<file path="src/rtl/regseq_pkg.sv">
// Shared types and defaults for the register-file sequencing engine.
// Checksum accumulation is enabled by defining REGSEQ_CHECKSUM_EN.
package regseq_pkg;

  localparam int DATA_W_DEF   = 64;
  localparam int ADDR_W_DEF   = 5;
  localparam int ZERO_REG_DEF = 31;

  localparam logic MODE_DUMP = 1'b0;
  localparam logic MODE_LOAD = 1'b1;

  typedef enum logic [2:0] {
    IDLE,
    LOAD,
    RD,
    OUT,
    FIN
  } state_t;

endpackage

</file>
<file path="src/rtl/regseq_if.sv">
// Command, stream and RegisterFile port bundle of the sequencing engine.
// master = engine side, slave = environment (command source, streams, RegisterFile).
interface regseq_if
  import regseq_pkg::*;
#(
  parameter int DATA_W = DATA_W_DEF,
  parameter int ADDR_W = ADDR_W_DEF
);

  logic              Start;
  logic              Mode;
  logic [ADDR_W-1:0] FirstReg;
  logic [ADDR_W-1:0] LastReg;
  logic              Busy;
  logic              Done;
  logic              Error;

  logic [DATA_W-1:0] InData;
  logic              InValid;
  logic              InReady;

  logic [DATA_W-1:0] OutData;
  logic [ADDR_W-1:0] OutTag;
  logic              OutValid;
  logic              OutReady;

  logic [ADDR_W-1:0] RA;
  logic [ADDR_W-1:0] RB;
  logic [ADDR_W-1:0] RW;
  logic [DATA_W-1:0] BusW;
  logic              RegWr;
  logic [DATA_W-1:0] BusA;
  logic [DATA_W-1:0] BusB;

  logic [DATA_W-1:0] Checksum;

  modport master (
    input  Start, Mode, FirstReg, LastReg, InData, InValid, OutReady, BusA, BusB,
    output Busy, Done, Error, InReady, OutData, OutTag, OutValid,
           RA, RB, RW, BusW, RegWr, Checksum
  );

  modport slave (
    output Start, Mode, FirstReg, LastReg, InData, InValid, OutReady, BusA, BusB,
    input  Busy, Done, Error, InReady, OutData, OutTag, OutValid,
           RA, RB, RW, BusW, RegWr, Checksum
  );

endinterface

</file>
<file path="src/rtl/regseq_pair_buf.sv">
// Two-entry capture buffer holding one RA/RB read pair for the dump stream.
// head selects the entry on offer; last flags the final valid entry of the pair.
module regseq_pair_buf
  import regseq_pkg::*;
#(
  parameter int DATA_W = DATA_W_DEF,
  parameter int ADDR_W = ADDR_W_DEF
) (
  input  logic              clk,
  input  logic              rst_n,
  input  logic              capture,
  input  logic [DATA_W-1:0] cap_data0,
  input  logic [DATA_W-1:0] cap_data1,
  input  logic              cap_valid1,
  input  logic [ADDR_W-1:0] cap_base,
  input  logic              pop,
  output logic [DATA_W-1:0] data,
  output logic [ADDR_W-1:0] tag,
  output logic              last
);

  logic [DATA_W-1:0] cap_data [2];
  logic              head_q, head_d;
  logic              valid1_q, valid1_d;
  logic [ADDR_W-1:0] base_q, base_d;

  assign cap_data[0] = cap_data0;
  assign cap_data[1] = cap_data1;

  genvar gi;
  generate
    for (gi = 0; gi < 2; gi++) begin : g_ent
      logic [DATA_W-1:0] ent_q, ent_d;

      assign ent_d = capture ? cap_data[gi] : ent_q;

      always_ff @(posedge clk or negedge rst_n) begin
        if (!rst_n) begin
          ent_q <= '0;
        end else begin
          ent_q <= ent_d;
        end
      end
    end
  endgenerate

  always_comb begin
    head_d   = head_q;
    valid1_d = valid1_q;
    base_d   = base_q;
    if (capture) begin
      head_d   = 1'b0;
      valid1_d = cap_valid1;
      base_d   = cap_base;
    end else if (pop && !last) begin
      head_d = 1'b1;
    end
  end

  always_ff @(posedge clk or negedge rst_n) begin
    if (!rst_n) begin
      head_q   <= 1'b0;
      valid1_q <= 1'b0;
      base_q   <= '0;
    end else begin
      head_q   <= head_d;
      valid1_q <= valid1_d;
      base_q   <= base_d;
    end
  end

  assign data = head_q ? g_ent[1].ent_q : g_ent[0].ent_q;
  assign tag  = base_q + ADDR_W'(head_q);
  assign last = head_q | ~valid1_q;

endmodule

</file>
<file path="src/rtl/regfile_seq_engine.sv">
// Loads a register range from a valid/ready stream or dumps it two registers per read.
// Optional REGSEQ_CHECKSUM_EN adds an XOR checksum of every handshaked beat.
module regfile_seq_engine
  import regseq_pkg::*;
#(
  parameter int DATA_W   = DATA_W_DEF,
  parameter int ADDR_W   = ADDR_W_DEF,
  parameter int ZERO_REG = ZERO_REG_DEF
) (
  input logic      Clk,
  input logic      ResetL,
  regseq_if.master bus
);

  localparam int PW = ADDR_W + 1;

  state_t            state_q, state_d;
  logic [PW-1:0]     ptr_q, ptr_d;
  logic [ADDR_W-1:0] last_q, last_d;
  logic [ADDR_W-1:0] ra_q, ra_d;
  logic [ADDR_W-1:0] rb_q, rb_d;
  logic [ADDR_W-1:0] rw_q, rw_d;
  logic [DATA_W-1:0] busw_q, busw_d;
  logic              regwr_q, regwr_d;
  logic              error_q, error_d;

  logic              start_ok;
  logic              in_hs;
  logic              out_hs;
  logic              capture;
  logic              valid1;
  logic              buf_last;
  logic [DATA_W-1:0] buf_data;
  logic [ADDR_W-1:0] buf_tag;
  logic [PW-1:0]     ptr_p1, ptr_p2, last_ext;

  // Pointer arithmetic is one bit wider so LastReg at the top index ends without wrapping.
  assign last_ext = {1'b0, last_q};
  assign ptr_p1   = ptr_q + PW'(1);
  assign ptr_p2   = ptr_q + PW'(2);
  assign valid1   = (ptr_p1 <= last_ext);

  assign start_ok = (state_q == IDLE) && bus.Start && (bus.FirstReg <= bus.LastReg);
  assign in_hs    = (state_q == LOAD) && bus.InValid;
  assign out_hs   = (state_q == OUT) && bus.OutReady;
  assign capture  = (state_q == RD);

  always_comb begin
    state_d = state_q;
    ptr_d   = ptr_q;
    last_d  = last_q;
    ra_d    = ra_q;
    rb_d    = rb_q;
    rw_d    = rw_q;
    busw_d  = busw_q;
    regwr_d = 1'b0;
    error_d = 1'b0;

    unique case (state_q)
      IDLE: begin
        if (bus.Start) begin
          if (!start_ok) begin
            error_d = 1'b1;
          end else begin
            ptr_d  = {1'b0, bus.FirstReg};
            last_d = bus.LastReg;
            if (bus.Mode == MODE_LOAD) begin
              state_d = LOAD;
            end else begin
              // Addresses are registered, so they are set up on entry to RD.
              state_d = RD;
              ra_d    = bus.FirstReg;
              rb_d    = bus.FirstReg + ADDR_W'(1);
            end
          end
        end
      end

      LOAD: begin
        if (in_hs) begin
          rw_d    = ptr_q[ADDR_W-1:0];
          busw_d  = bus.InData;
          regwr_d = (ptr_q != PW'(ZERO_REG));
          ptr_d   = ptr_p1;
          if (ptr_q == last_ext) begin
            state_d = FIN;
          end
        end
      end

      RD: begin
        state_d = OUT;
      end

      OUT: begin
        if (out_hs && buf_last) begin
          ptr_d = ptr_p2;
          if (ptr_p2 <= last_ext) begin
            state_d = RD;
            ra_d    = ptr_p2[ADDR_W-1:0];
            rb_d    = ptr_p2[ADDR_W-1:0] + ADDR_W'(1);
          end else begin
            state_d = FIN;
          end
        end
      end

      FIN: begin
        state_d = IDLE;
      end

      default: begin
        state_d = IDLE;
      end
    endcase
  end

  always_ff @(posedge Clk or negedge ResetL) begin
    if (!ResetL) begin
      state_q <= IDLE;
      ptr_q   <= '0;
      last_q  <= '0;
      ra_q    <= '0;
      rb_q    <= '0;
      rw_q    <= '0;
      busw_q  <= '0;
      regwr_q <= 1'b0;
      error_q <= 1'b0;
    end else begin
      state_q <= state_d;
      ptr_q   <= ptr_d;
      last_q  <= last_d;
      ra_q    <= ra_d;
      rb_q    <= rb_d;
      rw_q    <= rw_d;
      busw_q  <= busw_d;
      regwr_q <= regwr_d;
      error_q <= error_d;
    end
  end

  regseq_pair_buf #(
    .DATA_W(DATA_W),
    .ADDR_W(ADDR_W)
  ) u_pair_buf (
    .clk       (Clk),
    .rst_n     (ResetL),
    .capture   (capture),
    .cap_data0 (bus.BusA),
    .cap_data1 (bus.BusB),
    .cap_valid1(valid1),
    .cap_base  (ptr_q[ADDR_W-1:0]),
    .pop       (out_hs),
    .data      (buf_data),
    .tag       (buf_tag),
    .last      (buf_last)
  );

`ifdef REGSEQ_CHECKSUM_EN
  logic [DATA_W-1:0] csum_q, csum_d;

  always_comb begin
    csum_d = csum_q;
    if (start_ok) begin
      csum_d = '0;
    end else if (in_hs) begin
      csum_d = csum_q ^ bus.InData;
    end else if (out_hs) begin
      csum_d = csum_q ^ buf_data;
    end
  end

  always_ff @(posedge Clk or negedge ResetL) begin
    if (!ResetL) begin
      csum_q <= '0;
    end else begin
      csum_q <= csum_d;
    end
  end

  assign bus.Checksum = csum_q;
`else
  assign bus.Checksum = '0;
`endif

  assign bus.Busy     = (state_q != IDLE);
  assign bus.Done     = (state_q == FIN);
  assign bus.Error    = error_q;
  assign bus.InReady  = (state_q == LOAD);
  assign bus.OutValid = (state_q == OUT);
  assign bus.OutData  = buf_data;
  assign bus.OutTag   = buf_tag;
  assign bus.RA       = ra_q;
  assign bus.RB       = rb_q;
  assign bus.RW       = rw_q;
  assign bus.BusW     = busw_q;
  assign bus.RegWr    = regwr_q;

endmodule

</file>
<file path="src/flat_wrapper.sv">
// flat-port wrapper written by rule: the top's interface ports become plain ports
module regfile_seq_engine_flat import regseq_pkg::*;
#(
  parameter int DATA_W   = DATA_W_DEF,
  parameter int ADDR_W   = ADDR_W_DEF,
  parameter int ZERO_REG = ZERO_REG_DEF
)
  (Clk, ResetL, bus_Start, bus_Mode, bus_FirstReg, bus_LastReg, bus_InData, bus_InValid, bus_OutReady, bus_BusA, bus_BusB, bus_Busy, bus_Done, bus_Error, bus_InReady, bus_OutData, bus_OutTag, bus_OutValid, bus_RA, bus_RB, bus_RW, bus_BusW, bus_RegWr, bus_Checksum);
  regseq_if #(.DATA_W(DATA_W), .ADDR_W(ADDR_W)) bus_i ();
  input logic Clk;
  input logic ResetL;
  input wire logic [$bits(bus_i.Start)-1:0] bus_Start;
  input wire logic [$bits(bus_i.Mode)-1:0] bus_Mode;
  input wire logic [$bits(bus_i.FirstReg)-1:0] bus_FirstReg;
  input wire logic [$bits(bus_i.LastReg)-1:0] bus_LastReg;
  input wire logic [$bits(bus_i.InData)-1:0] bus_InData;
  input wire logic [$bits(bus_i.InValid)-1:0] bus_InValid;
  input wire logic [$bits(bus_i.OutReady)-1:0] bus_OutReady;
  input wire logic [$bits(bus_i.BusA)-1:0] bus_BusA;
  input wire logic [$bits(bus_i.BusB)-1:0] bus_BusB;
  output wire logic [$bits(bus_i.Busy)-1:0] bus_Busy;
  output wire logic [$bits(bus_i.Done)-1:0] bus_Done;
  output wire logic [$bits(bus_i.Error)-1:0] bus_Error;
  output wire logic [$bits(bus_i.InReady)-1:0] bus_InReady;
  output wire logic [$bits(bus_i.OutData)-1:0] bus_OutData;
  output wire logic [$bits(bus_i.OutTag)-1:0] bus_OutTag;
  output wire logic [$bits(bus_i.OutValid)-1:0] bus_OutValid;
  output wire logic [$bits(bus_i.RA)-1:0] bus_RA;
  output wire logic [$bits(bus_i.RB)-1:0] bus_RB;
  output wire logic [$bits(bus_i.RW)-1:0] bus_RW;
  output wire logic [$bits(bus_i.BusW)-1:0] bus_BusW;
  output wire logic [$bits(bus_i.RegWr)-1:0] bus_RegWr;
  output wire logic [$bits(bus_i.Checksum)-1:0] bus_Checksum;
  assign bus_i.Start = bus_Start;
  assign bus_i.Mode = bus_Mode;
  assign bus_i.FirstReg = bus_FirstReg;
  assign bus_i.LastReg = bus_LastReg;
  assign bus_i.InData = bus_InData;
  assign bus_i.InValid = bus_InValid;
  assign bus_i.OutReady = bus_OutReady;
  assign bus_i.BusA = bus_BusA;
  assign bus_i.BusB = bus_BusB;
  assign bus_Busy = bus_i.Busy;
  assign bus_Done = bus_i.Done;
  assign bus_Error = bus_i.Error;
  assign bus_InReady = bus_i.InReady;
  assign bus_OutData = bus_i.OutData;
  assign bus_OutTag = bus_i.OutTag;
  assign bus_OutValid = bus_i.OutValid;
  assign bus_RA = bus_i.RA;
  assign bus_RB = bus_i.RB;
  assign bus_RW = bus_i.RW;
  assign bus_BusW = bus_i.BusW;
  assign bus_RegWr = bus_i.RegWr;
  assign bus_Checksum = bus_i.Checksum;
  regfile_seq_engine #(.DATA_W(DATA_W), .ADDR_W(ADDR_W), .ZERO_REG(ZERO_REG)) u_core (.Clk(Clk), .ResetL(ResetL), .bus(bus_i));
endmodule
</file>
<file path="config.mk">
export PLATFORM = sky130hd
export DESIGN_NAME = regfile_seq_engine_flat
export DESIGN_NICKNAME = d
export VERILOG_FILES = /design/src/rtl/regseq_pkg.sv /design/src/rtl/regseq_if.sv /design/src/rtl/regseq_pair_buf.sv /design/src/rtl/regfile_seq_engine.sv /design/src/flat_wrapper.sv
export SDC_FILE = /design/constraint.sdc
export NUM_CORES = 1
export LEC_CHECK = 0
export ABC_CLOCK_PERIOD_IN_PS = 5800
export BUFFER_PORTS_ARGS = -buffer_cell sky130_fd_sc_hd__buf_2
export CAP_MARGIN = 20
export CORE_MARGIN = 4
export CORE_UTILIZATION = 45
export DETAILED_ROUTE_END_ITERATION = 12
export PLACE_DENSITY = 0.77
export SYNTH_ARGS = -nofsm -noshare
export SYNTH_HDL_FRONTEND = slang
export SYNTH_HIERARCHICAL = 1
export SYNTH_SLANG_ARGS = --single-unit
</file>
<file path="constraint.sdc">
create_clock -name Clk -period 5.8 [get_ports Clk]
set_clock_uncertainty 0.15 [all_clocks]
set_input_delay 1.16 -clock Clk [delete_from_list [all_inputs] [get_ports Clk]]
set_output_delay 1.16 -clock Clk [all_outputs]
set_load 0.02 [all_outputs]
</file>
=== Word-level counts from Yosys, hierarchy flattened ===
Index checks and enable logic that the tools add are counted.

* Eq/ne operators: 13
* Muxes and demuxes: 33
* Magnitude comparators: 3
* Bitwise operators: 2
* Reduce and logical (&&, ||, !) cells: 17
* Add/sub/neg operators: 5

{| class="wikitable"
|+ Operator list
! cell !! number
|-
| two-way mux 64 bit || 1
|-
| two-way mux 5 bit || 10
|-
| two-way mux 6 bit || 4
|-
| case mux 5 bit (2 select lines) || 2
|-
| two-way mux 3 bit || 6
|-
| case mux 6 bit (3 select lines) || 1
|-
| less-or-equal comparator 6 x 5 -> 1 bit || 2
|-
| case mux 3 bit (4 select lines) || 1
|-
| adder 5 x 1 -> 5 bit (second input constant) || 2
|-
| != test 2 x 1 -> 1 bit (second input constant) || 5
|-
| AND reduction 5 bit || 2
|-
| two-way mux 1 bit || 7
|-
| adder 6 x 1 -> 6 bit (second input constant) || 1
|-
| adder 6 x 2 -> 6 bit (second input constant) || 1
|-
| equality test 3 x 2 -> 1 bit (second input constant) || 2
|-
| equality test 6 x 5 -> 1 bit || 1
|-
| logical AND 1 bit || 6
|-
| != test 6 x 5 -> 1 bit (second input constant) || 1
|-
| AND reduction 6 bit || 1
|-
| nonzero test 3 bit || 2
|-
| adder 5 x 1 -> 5 bit || 1
|-
| less-or-equal comparator 5 bit || 1
|-
| != test 2 bit (second input constant) || 2
|-
| nonzero test 2 bit || 2
|-
| other kinds (9) || 9
|}

* Bits of input ports: 208
* Flip-flop bits (word level): 230

=== Logic depth before layout (Yosys ltp) ===
Gate-level depths: netlist of the first run.

* Word-level depth: 6
* Depth in mapped cells: 9

=== By module ===
The synthesis of the first run kept the hierarchy.

{| class="wikitable"
|+ By module, submodules not included
! module !! area an instance (µm²) !! cells each !! instances !! sequential area each (µm²)
|-
| regseq_pair_buf || 6034.5 || 365 || 1 || 3378.2
|-
| regfile_seq_engine || 4936.0 || 415 || 1 || 2377.3
|}

=== Worst setup path after synthesis of the first run ===
OpenSTA, ideal clock, no wires.

* Path kind: in2reg
* Start: input port bus_Start
* End: register u_core.ra_q[0], in the netlist u_core/bus.RA[0]
* Stages: 6
* Path buffers: 1
* Data required time: 5525 ps
* Data arrival time: 2767 ps
* Slack: 2759 ps
* Cell sequence: or4b_4 -> or3_1 -> o31ai_1 -> buf_6 -> o2bb2ai_4 -> mux2_2

* Word-level cells in the longest chain between the ends: 4

{| class="wikitable"
|+ RTL lines
! item !! line !! RTL
|-
| start: declaration || flat_wrapper.sv:12 || <nowiki>input wire logic [$bits(bus_i.Start)-1:0] bus_Start;</nowiki>
|-
| logical AND 1 bit (2 in series) || regfile_seq_engine.sv:43 || <nowiki>assign start_ok = (state_q == IDLE) && bus.Start && (bus.FirstReg <= bus.LastReg);</nowiki>
|-
| != test 2 x 1 -> 1 bit (no line) || - ||
|-
| AND reduction 6 bit (no line) * || - ||
|-
| end signal: assignment || regfile_seq_engine.sv:133 || <nowiki>ra_q <= ra_d;</nowiki>
|-
| end: declaration || regfile_seq_engine.sv:20 || <nowiki>logic [ADDR_W-1:0] ra_q, ra_d;</nowiki>
|}

Every way passes the cells marked *; elsewhere a longest branch is shown, timed or not.
A chain may end at the register's enable or synchronous reset.

=== Worst setup path in the final report of the first run ===
* Start: register u_core.u_pair_buf.head_q
* End: output port bus_OutData[50]

* Word-level cells in the longest chain between the ends: 1

{| class="wikitable"
|+ RTL lines
! item !! line !! RTL
|-
| start: declaration || regseq_pair_buf.sv:23 || <nowiki>logic head_q, head_d;</nowiki>
|-
| start signal: assignment || regseq_pair_buf.sv:62 || <nowiki>head_q <= 1'b0;</nowiki>
|-
| start signal: assignment || regseq_pair_buf.sv:66 || <nowiki>head_q <= head_d;</nowiki>
|-
| two-way mux 64 bit || regseq_pair_buf.sv:72 || <nowiki>assign data = head_q ? g_ent[1].ent_q : g_ent[0].ent_q;</nowiki>
|-
| end: declaration || flat_wrapper.sv:25 || <nowiki>output wire logic [$bits(bus_i.OutData)-1:0] bus_OutData;</nowiki>
|}

Every way passes these cells.

==> metrics.txt, run 1 <==
# TYPE chip_impl_metric gauge
chip_impl_info{name="status",value="complete, no violations"} 1
chip_impl_info{name="clock_root_buffer",value="sky130_fd_sc_hd__clkbuf_16"} 1
chip_impl_metric{name="place_ws",unit="ns"} 2.355
chip_impl_metric{name="global_route.overflow_total",unit=""} 0
chip_impl_metric{name="tritoncts.num_buffers",unit=""} 25
chip_impl_metric{name="remaining_drc_errors",unit=""} 0
chip_impl_metric{name="synthesis.area",unit="um^2"} 10970
chip_impl_metric{name="dieArea",unit="um^2"} 26940
chip_impl_metric{name="number_of_vias_per_cell",unit=""} 4.887
chip_impl_metric{name="numClockSinks",unit=""} 230
chip_impl_metric{name="cp_data_required_time",unit="ns"} 4.49
chip_impl_metric{name="cts.hold.buffers_added",unit=""} 0
chip_impl_metric{name="synth_compound_gate_area_share",unit="%"} 2.794
chip_impl_info{name="cp-start-kind",value="flop"} 1
chip_impl_metric{name="netlist-cell-type-count",unit=""} 45
chip_impl_metric{name="via_count",unit=""} 7193
chip_impl_metric{name="max_cap_violations",unit=""} 0
chip_impl_metric{name="synth_adder_area_share",unit="%"} 2.281
chip_impl_metric{name="grt_max_degree",unit=""} 134
chip_impl_metric{name="grt_pass1_wl",unit="mm"} 41.20
chip_impl_metric{name="gp_congestion",unit=""} 0.8714
chip_impl_metric{name="dpl.hpwl",unit="mm"} 19.79
chip_impl_metric{name="pin_slew_with_the_least_headroom_to_its_limit",unit="ns"} 1.047
chip_impl_metric{name="buffer_ports.inserted",unit=""} 361
chip_impl_metric{name="area.growth.synth_to_final",unit="%"} 24.01
chip_impl_metric{name="design.core.area",unit="um^2"} 23750
chip_impl_metric{name="cts.reportedPaths.clkPinSlew",unit="ns"} 0.06
chip_impl_metric{name="synth_xor_xnor_area_share",unit="%"} 1.198
chip_impl_metric{name="max_freq",unit="MHz"} 254.3
chip_impl_metric{name="drt_iter0_markers",unit=""} 393
chip_impl_metric{name="detail_route.first_pass.iterations",unit=""} 4
chip_impl_metric{name="filler_cell_count",unit=""} 1914
chip_impl_metric{name="global_route.usage.total",unit="%"} 19.04
chip_impl_metric{name="min_period",unit="ns"} 3.933
chip_impl_info{name="rsz0062_at_grt",value="false"} 1
chip_impl_metric{name="hold_ws",unit="ns"} 0.3492
chip_impl_info{name="cts_tree",value="done"} 1
chip_impl_metric{name="use_met2",unit="%"} 32.67
chip_impl_metric{name="placedCellCount",unit=""} 1427
chip_impl_metric{name="critical_path.max_fanout",unit=""} 42
chip_impl_metric{name="ir_drop",unit="mV"} 0.3636
chip_impl_metric{name="synth_enable_flop_cells",unit=""} 0
chip_impl_info{name="cp_cell_sequence",value="buf_4 -> mux2_2 -> buf_2"} 1
chip_impl_metric{name="boundaryPins",unit=""} 426
chip_impl_metric{name="slew_headroom",unit="%"} 30.23
chip_impl_metric{name="final_hold_fails",unit=""} 0
chip_impl_metric{name="post-route-period-util",unit="%"} 67.81
chip_impl_metric{name="layout-drive-gt1-share",unit="%"} 60.10
chip_impl_metric{name="cts_max_level",unit=""} 1
chip_impl_metric{name="muxShareOfSynthArea",unit="%"} 31.18
chip_impl_info{name="path_class",value="reg -> out"} 1
chip_impl_info{name="cpMaxStageDelayCell",value="sky130_fd_sc_hd__dfrtp_2"} 1
chip_impl_metric{name="rows",unit=""} 56
chip_impl_metric{name="grt_pass1_vias",unit=""} 7762
chip_impl_info{name="most-common-layout-cells",value="sky130_fd_sc_hd__buf_2, sky130_fd_sc_hd__mux2_2, sky130_fd_sc_hd__dfrtp_1"} 1
chip_impl_metric{name="initial_core_util",unit="%"} 46.19
chip_impl_metric{name="routed_wirelength",unit="mm"} 26.86
chip_impl_metric{name="syn_inst",unit=""} 780
chip_impl_info{name="dominant_combinational_cell_family_by_area_after_synthesis",value="multiplexers"} 1
chip_impl_metric{name="synth-seq-area-share",unit="%"} 52.46
chip_impl_metric{name="instances_no_fill",unit=""} 1472
chip_impl_info{name="crit_path_end_kind",value="output port"} 1
chip_impl_metric{name="final-max-slew-violation-count",unit=""} 0
chip_impl_metric{name="clk_path_buf_depth",unit=""} 3
chip_impl_metric{name="routed_wire_length_per_instance",unit="um"} 18.24
chip_impl_metric{name="setup_bufs_post_cts",unit=""} 0
chip_impl_metric{name="post-route-worst-setup-slack",unit="ns"} 1.867
chip_impl_metric{name="post_synth_and_or_nand_nor_area_fraction",unit="%"} 2.828
chip_impl_metric{name="die_y",unit="um"} 164.1
chip_impl_metric{name="setup_violations",unit=""} 0
chip_impl_info{name="mostFrequentLayoutCell",value="sky130_fd_sc_hd__buf_2"} 1
chip_impl_info{name="busiest_layer",value="met2"} 1
chip_impl_info{name="postSynth.topFlopCell",value="sky130_fd_sc_hd__dfrtp_1"} 1
chip_impl_metric{name="met1_usage",unit="%"} 22.87
chip_impl_metric{name="initial_antenna_violation_count",unit=""} 0
chip_impl_metric{name="timing.critical_path.slowest_cell_delay",unit="ns"} 1.06
chip_impl_metric{name="ant_nets",unit=""} 0
chip_impl_metric{name="clock_insertion_delay_worst_skew",unit="ns"} 0.52
chip_impl_metric{name="power_per_cell_area",unit="nW/um^2"} 607.2
chip_impl_metric{name="post_cts_resized",unit=""} 0
chip_impl_metric{name="die-width",unit="um"} 164.1
chip_impl_metric{name="fin_setup_tns",unit="ns"} 0
chip_impl_metric{name="ys.warnings.count",unit=""} 6
chip_impl_metric{name="grt_util_met3",unit="%"} 6.148
chip_impl_metric{name="p_leak",unit="nW"} 6.663
chip_impl_metric{name="worst-endpoint-arrival",unit="ns"} 2.62
chip_impl_metric{name="postSynthAreaPerCell",unit="um^2"} 14.06
chip_impl_metric{name="design.final.nets",unit=""} 1363
chip_impl_info{name="holdCritPathClass",value="reg -> reg"} 1
chip_impl_metric{name="async_reset_ff_share",unit="%"} 100.0
chip_impl_metric{name="n_diodes",unit=""} 0
chip_impl_metric{name="ys_seq_elements",unit=""} 230
## stage by stage
stage,utilization [%],total power [W],cell area (um^2)
after floorplan,-,0.005549,11210
after global placement,53.76,0.006597,12770
after detailed placement,53.76,0.006686,12770
after CTS,57.27,0.008349,13600
after global routing,57.27,0.008784,13600
final,57.27,0.008260,13600
## synthesized netlist by cell type (5+ instances only)
cell / count / area share (%)
sky130_fd_sc_hd__mux2_2: 234 / 24
sky130_fd_sc_hd__dfrtp_1: 230 / 52
sky130_fd_sc_hd__buf_4: 69 / 4.7
sky130_fd_sc_hd__mux2_4: 49 / 6.7
sky130_fd_sc_hd__ha_1: 20 / 2.3
sky130_fd_sc_hd__nand2_1: 20 / 0.68
sky130_fd_sc_hd__o21ai_0: 20 / 0.91
sky130_fd_sc_hd__buf_2: 18 / 0.82
sky130_fd_sc_hd__inv_1: 14 / 0.48
sky130_fd_sc_hd__nor2_1: 10 / 0.34
sky130_fd_sc_hd__xnor2_1: 10 / 0.80
sky130_fd_sc_hd__buf_6: 9 / 0.92
sky130_fd_sc_hd__nand3_1: 9 / 0.41
sky130_fd_sc_hd__clkbuf_1: 6 / 0.21
sky130_fd_sc_hd__a21oi_1: 5 / 0.23
sky130_fd_sc_hd__mux2i_1: 5 / 0.46
sky130_fd_sc_hd__xor2_1: 5 / 0.40
## metal layers
metal / routed length [um] / share of wire (%)
met4: 734 / 2.7
met3: 2648 / 9.9
met2: 13210 / 49
met1: 10260 / 38
met5: 0 / 0
## layout make-up
class | count | area, um^2 | share of cell area, %
sequential | 230 | 5757 | 42.32
multi-input combinational | 495 | 4666 | 34.30
timing repair buffer | 367 | 1887 | 13.87
clock buffer | 36 | 706.9 | 5.196
tap | 319 | 399.1 | 2.934
clock inverter | 9 | 128.9 | 0.9473
inverter | 16 | 60.06 | 0.4415
## worst max-delay path, delay by kind of cell (launching register included)
family / cells / cell delay [ns]
multiplexers: 1 / 0.39
buffers and inverters: 2 / 0.64
flip-flops: 1 / 1.06
## cell families (layout without fill, tap and decap cells)
kind of cell / Yosys count / after routing
multiplexers: 288 / 288
flip-flops: 230 / 230
buffers and inverters: 118 / 428
AND/OR/NAND/NOR: 62 / 62
AO/OA/AOI/OAI: 46 / 46
adder cells (fa/ha/maj): 20 / 20
XOR/XNOR: 15 / 15
other: 1 / 64
## registers in the layout (all words and copies together), names as in the netlist, 5 cells and up
signal	cells
u_core/u_pair_buf/g_ent.ent_q	128
u_core/bus.BusW	64
u_core/ptr_q	6
u_core/bus.RA	5
u_core/bus.RB	5
u_core/bus.RW	5
u_core/last_q	5
u_core/u_pair_buf/base_q	5
## final timing paths
check,slack [ns],end,from,cells after the start
setup / recovery,1.87,bus_OutData[50],u_core/u_pair_buf/head_q,3
hold / removal,0.35,u_core/bus.BusW[4],u_core/bus.BusW[4],1
setup reg to reg,2.80,u_core/bus.RA[4],u_core/ptr_q[1],8
hold reg to reg,0.35,u_core/bus.BusW[4],u_core/bus.BusW[4],1
max in group asynchronous,3.79,u_core/u_pair_buf/head_q,ResetL,2
min in group asynchronous,0.52,u_core/u_pair_buf/g_ent[1].ent_q[30],ResetL,1
## power breakdown
group | internal, W | total, W | switching, W
registers | 0.00240 | 0.00294 | 0.000545
clock network | 0.000979 | 0.00160 | 0.000625
logic | 0.00177 | 0.00371 | 0.00194
(Power assumes the default switching activity.)
==> run 2: changes to the inputs <==
--- a/config.mk
+++ b/config.mk
@@ -5,7 +5,7 @@
 export SDC_FILE = /design/constraint.sdc
 export NUM_CORES = 1
 export LEC_CHECK = 0
-export ABC_CLOCK_PERIOD_IN_PS = 5800
+export ABC_CLOCK_PERIOD_IN_PS = 3730
 export BUFFER_PORTS_ARGS = -buffer_cell sky130_fd_sc_hd__buf_2
 export CAP_MARGIN = 20
 export CORE_MARGIN = 4
==> constraint.sdc (replaced) <==
create_clock -name Clk -period 3.73 [get_ports Clk]
set_clock_uncertainty 0.15 [all_clocks]
set_input_delay 0.746 -clock Clk [delete_from_list [all_inputs] [get_ports Clk]]
set_output_delay 0.746 -clock Clk [all_outputs]
set_load 0.02 [all_outputs]
==> run 2 against run 1 <==
Compared with the run above:
- critical path depth is the same
- worst hold slack lost 0.27 ns
- final area grew 1.2%
- die area is the same
- non-clock buffer count grew 7
- via count grew 1.5%
- critical endpoint is now bus_OutData[29]
- cell count grew 0.82%
- largest cell class unchanged
- first-iteration DRC count shrank 21%
==> metrics.txt, run 2 (same netlist as run 1, synthesis figures left out) <==
# TYPE chip_impl_metric gauge
chip_impl_info{name="status",value="complete, no violations"} 1
chip_impl_metric{name="number_of_vias_per_cell",unit=""} 4.921
chip_impl_metric{name="routed_wirelength",unit="mm"} 27.05
chip_impl_info{name="mostFrequentLayoutCell",value="sky130_fd_sc_hd__buf_2"} 1
chip_impl_info{name="most-common-layout-cells",value="sky130_fd_sc_hd__buf_2, sky130_fd_sc_hd__mux2_2, sky130_fd_sc_hd__dfrtp_1"} 1
chip_impl_metric{name="global_route.overflow_total",unit=""} 0
chip_impl_metric{name="dpl.hpwl",unit="mm"} 19.84
chip_impl_info{name="clock_root_buffer",value="sky130_fd_sc_hd__clkbuf_16"} 1
chip_impl_info{name="path_class",value="reg -> out"} 1
chip_impl_metric{name="hold_ws",unit="ns"} 0.08209
chip_impl_metric{name="grt_max_degree",unit=""} 116
chip_impl_metric{name="clk_path_buf_depth",unit=""} 3
chip_impl_metric{name="initial_core_util",unit="%"} 46.19
chip_impl_metric{name="buffer_ports.inserted",unit=""} 361
chip_impl_metric{name="ant_nets",unit=""} 0
chip_impl_metric{name="remaining_drc_errors",unit=""} 0
chip_impl_metric{name="boundaryPins",unit=""} 426
chip_impl_info{name="registers.top_by_ff_count",value="u_core/u_pair_buf/g_ent.ent_q"} 1
chip_impl_metric{name="gp_congestion",unit=""} 0.8467
chip_impl_metric{name="layout-drive-gt1-share",unit="%"} 60.79
chip_impl_info{name="crit_path_end_kind",value="output port"} 1
chip_impl_metric{name="design_power_total",unit="W"} 0.01311
chip_impl_metric{name="grt_pass1_wl",unit="mm"} 41.11
chip_impl_metric{name="filler_cell_count",unit=""} 1910
chip_impl_info{name="holdCritPathClass",value="in -> async"} 1
chip_impl_metric{name="p_leak",unit="nW"} 6.761
chip_impl_metric{name="tritoncts.num_buffers",unit=""} 26
chip_impl_metric{name="clock_insertion_delay_worst_skew",unit="ns"} 0.52
chip_impl_metric{name="max_freq",unit="MHz"} 333.3
chip_impl_info{name="cts_tree",value="done"} 1
chip_impl_metric{name="die-width",unit="um"} 164.1
chip_impl_metric{name="timing.critical_path.slowest_cell_delay",unit="ns"} 0.51
chip_impl_metric{name="cts.reportedPaths.clkPinSlew",unit="ns"} 0.06
chip_impl_metric{name="dieArea",unit="um^2"} 26940
chip_impl_info{name="cp-start-kind",value="flop"} 1
chip_impl_metric{name="slew_headroom",unit="%"} 46.52
chip_impl_metric{name="final_hold_fails",unit=""} 0
chip_impl_metric{name="grt_pass1_vias",unit=""} 7800
chip_impl_metric{name="rows",unit=""} 56
chip_impl_metric{name="numClockSinks",unit=""} 230
chip_impl_metric{name="cts.hold.buffers_added",unit=""} 0
chip_impl_metric{name="ir_drop",unit="mV"} 0.5709
chip_impl_metric{name="worst-endpoint-arrival",unit="ns"} 2.10
chip_impl_metric{name="postPlaceCellArea",unit="um^2"} 12830
chip_impl_metric{name="largest_register_ffs",unit=""} 128
chip_impl_metric{name="design.final.nets",unit=""} 1371
chip_impl_metric{name="final-max-slew-violation-count",unit=""} 0
chip_impl_info{name="rsz0062_at_grt",value="false"} 1
chip_impl_metric{name="power_per_cell_area",unit="nW/um^2"} 952.2
chip_impl_metric{name="area.growth.synth_to_final",unit="%"} 25.52
chip_impl_metric{name="layout.core_utilization",unit="%"} 57.98
chip_impl_metric{name="worst-path-buf-inv",unit=""} 2
chip_impl_metric{name="drt_iter0_markers",unit=""} 309
chip_impl_metric{name="critical_path.max_fanout",unit=""} 39
chip_impl_info{name="critical_path.reg2reg.startpoint",value="u_core/ptr_q[1]"} 1
chip_impl_info{name="setup.worst_path.start",value="u_core/u_pair_buf/head_q"} 1
chip_impl_metric{name="detail_route.first_pass.iterations",unit=""} 4
chip_impl_metric{name="cp_data_required_time",unit="ns"} 2.83
chip_impl_metric{name="initial_antenna_violation_count",unit=""} 1
chip_impl_metric{name="min_period",unit="ns"} 3.000
chip_impl_metric{name="layout.cell_area.non_filler",unit="um^2"} 13770
chip_impl_info{name="cp_cell_sequence",value="buf_4 -> mux2_2 -> buf_2"} 1
chip_impl_metric{name="routed_wire_length_per_instance",unit="um"} 18.23
chip_impl_metric{name="setup_bufs_post_cts",unit=""} 0
chip_impl_metric{name="post-route-period-util",unit="%"} 80.43
chip_impl_metric{name="post_cts_resized",unit=""} 0
chip_impl_metric{name="max_cap_violations",unit=""} 0
chip_impl_metric{name="pin_slew_with_the_least_headroom_to_its_limit",unit="ns"} 0.8023
chip_impl_metric{name="fin_setup_tns",unit="ns"} 0
chip_impl_metric{name="via_count",unit=""} 7303
chip_impl_metric{name="design.core.area",unit="um^2"} 23750
chip_impl_metric{name="global_route.usage.total",unit="%"} 18.96
chip_impl_metric{name="cts_max_level",unit=""} 1
chip_impl_info{name="cpMaxStageDelayCell",value="sky130_fd_sc_hd__buf_4"} 1
chip_impl_info{name="cpLargestDelayFamily",value="buffers and inverters"} 1
chip_impl_metric{name="die_y",unit="um"} 164.1
chip_impl_metric{name="setup_violations",unit=""} 0
[run 2: cell types whose count changed in the layout (fill, tap and decap cells not counted), sizes merged]
cell	delta
clkinvlp	-1
bufinv	+1
buf	+7
diode	+2
clkinv	+4
inv	-1
[run 2: area by class of cell]
cell class                 instances  area, um^2  area share, %
clock buffer                      36       769.5          5.588
sequential                       230        5757          41.80
antenna                            2       5.005        0.03634
timing repair buffer             374        1952          14.17
tap                              319       399.1          2.898
inverter                          16       60.06         0.4361
clock inverter                    12       162.7          1.181
multi-input combinational        495        4666          33.88
[run 2: metrics by stage]
step / cells / setup WS, ns
after CTS: 1482 / 0.6711
after detailed placement: 1434 / 0.6249
after global placement: 1434 / 0.7441
after floorplan: 843 / 1.103
after global routing: 1482 / 0.6337
final: 1484 / 0.7301
[run 2: report_power, final]
group / total (W) / internal, W / switching, W
Sequential: 0.00447 / 0.00373 / 0.000743
Clock: 0.00272 / 0.00171 / 0.00100
Combinational: 0.00592 / 0.00278 / 0.00314
Total: 0.0131 / 0.00822 / 0.00489
[run 2: final timing paths]
check                                                       end  slack, ns  depth (start not counted)
setup / recovery                                bus_OutData[29]       0.73                          3
hold / removal             u_core/u_pair_buf/g_ent[0].ent_q[30]       0.08                          1
setup reg to reg                               u_core/bus.RA[3]       0.82                          8
hold reg to reg            u_core/u_pair_buf/g_ent[1].ent_q[59]       0.35                          1
max in group asynchronous  u_core/u_pair_buf/g_ent[1].ent_q[47]       2.52                          2
min in group Clk                               u_core/last_q[1]       0.30                          3
[run 2: metal layers]
layer | vias to the layer above | share of wire (%) | GRT usage [%]
li1 | 3344 | - | -
met1 | 3605 | 38 | 22.70
met4 | 2 | 2.3 | 5.185
met3 | 38 | 9.8 | 6.274
met5 | - | 0.041 | 0
met2 | 314 | 50 | 32.80
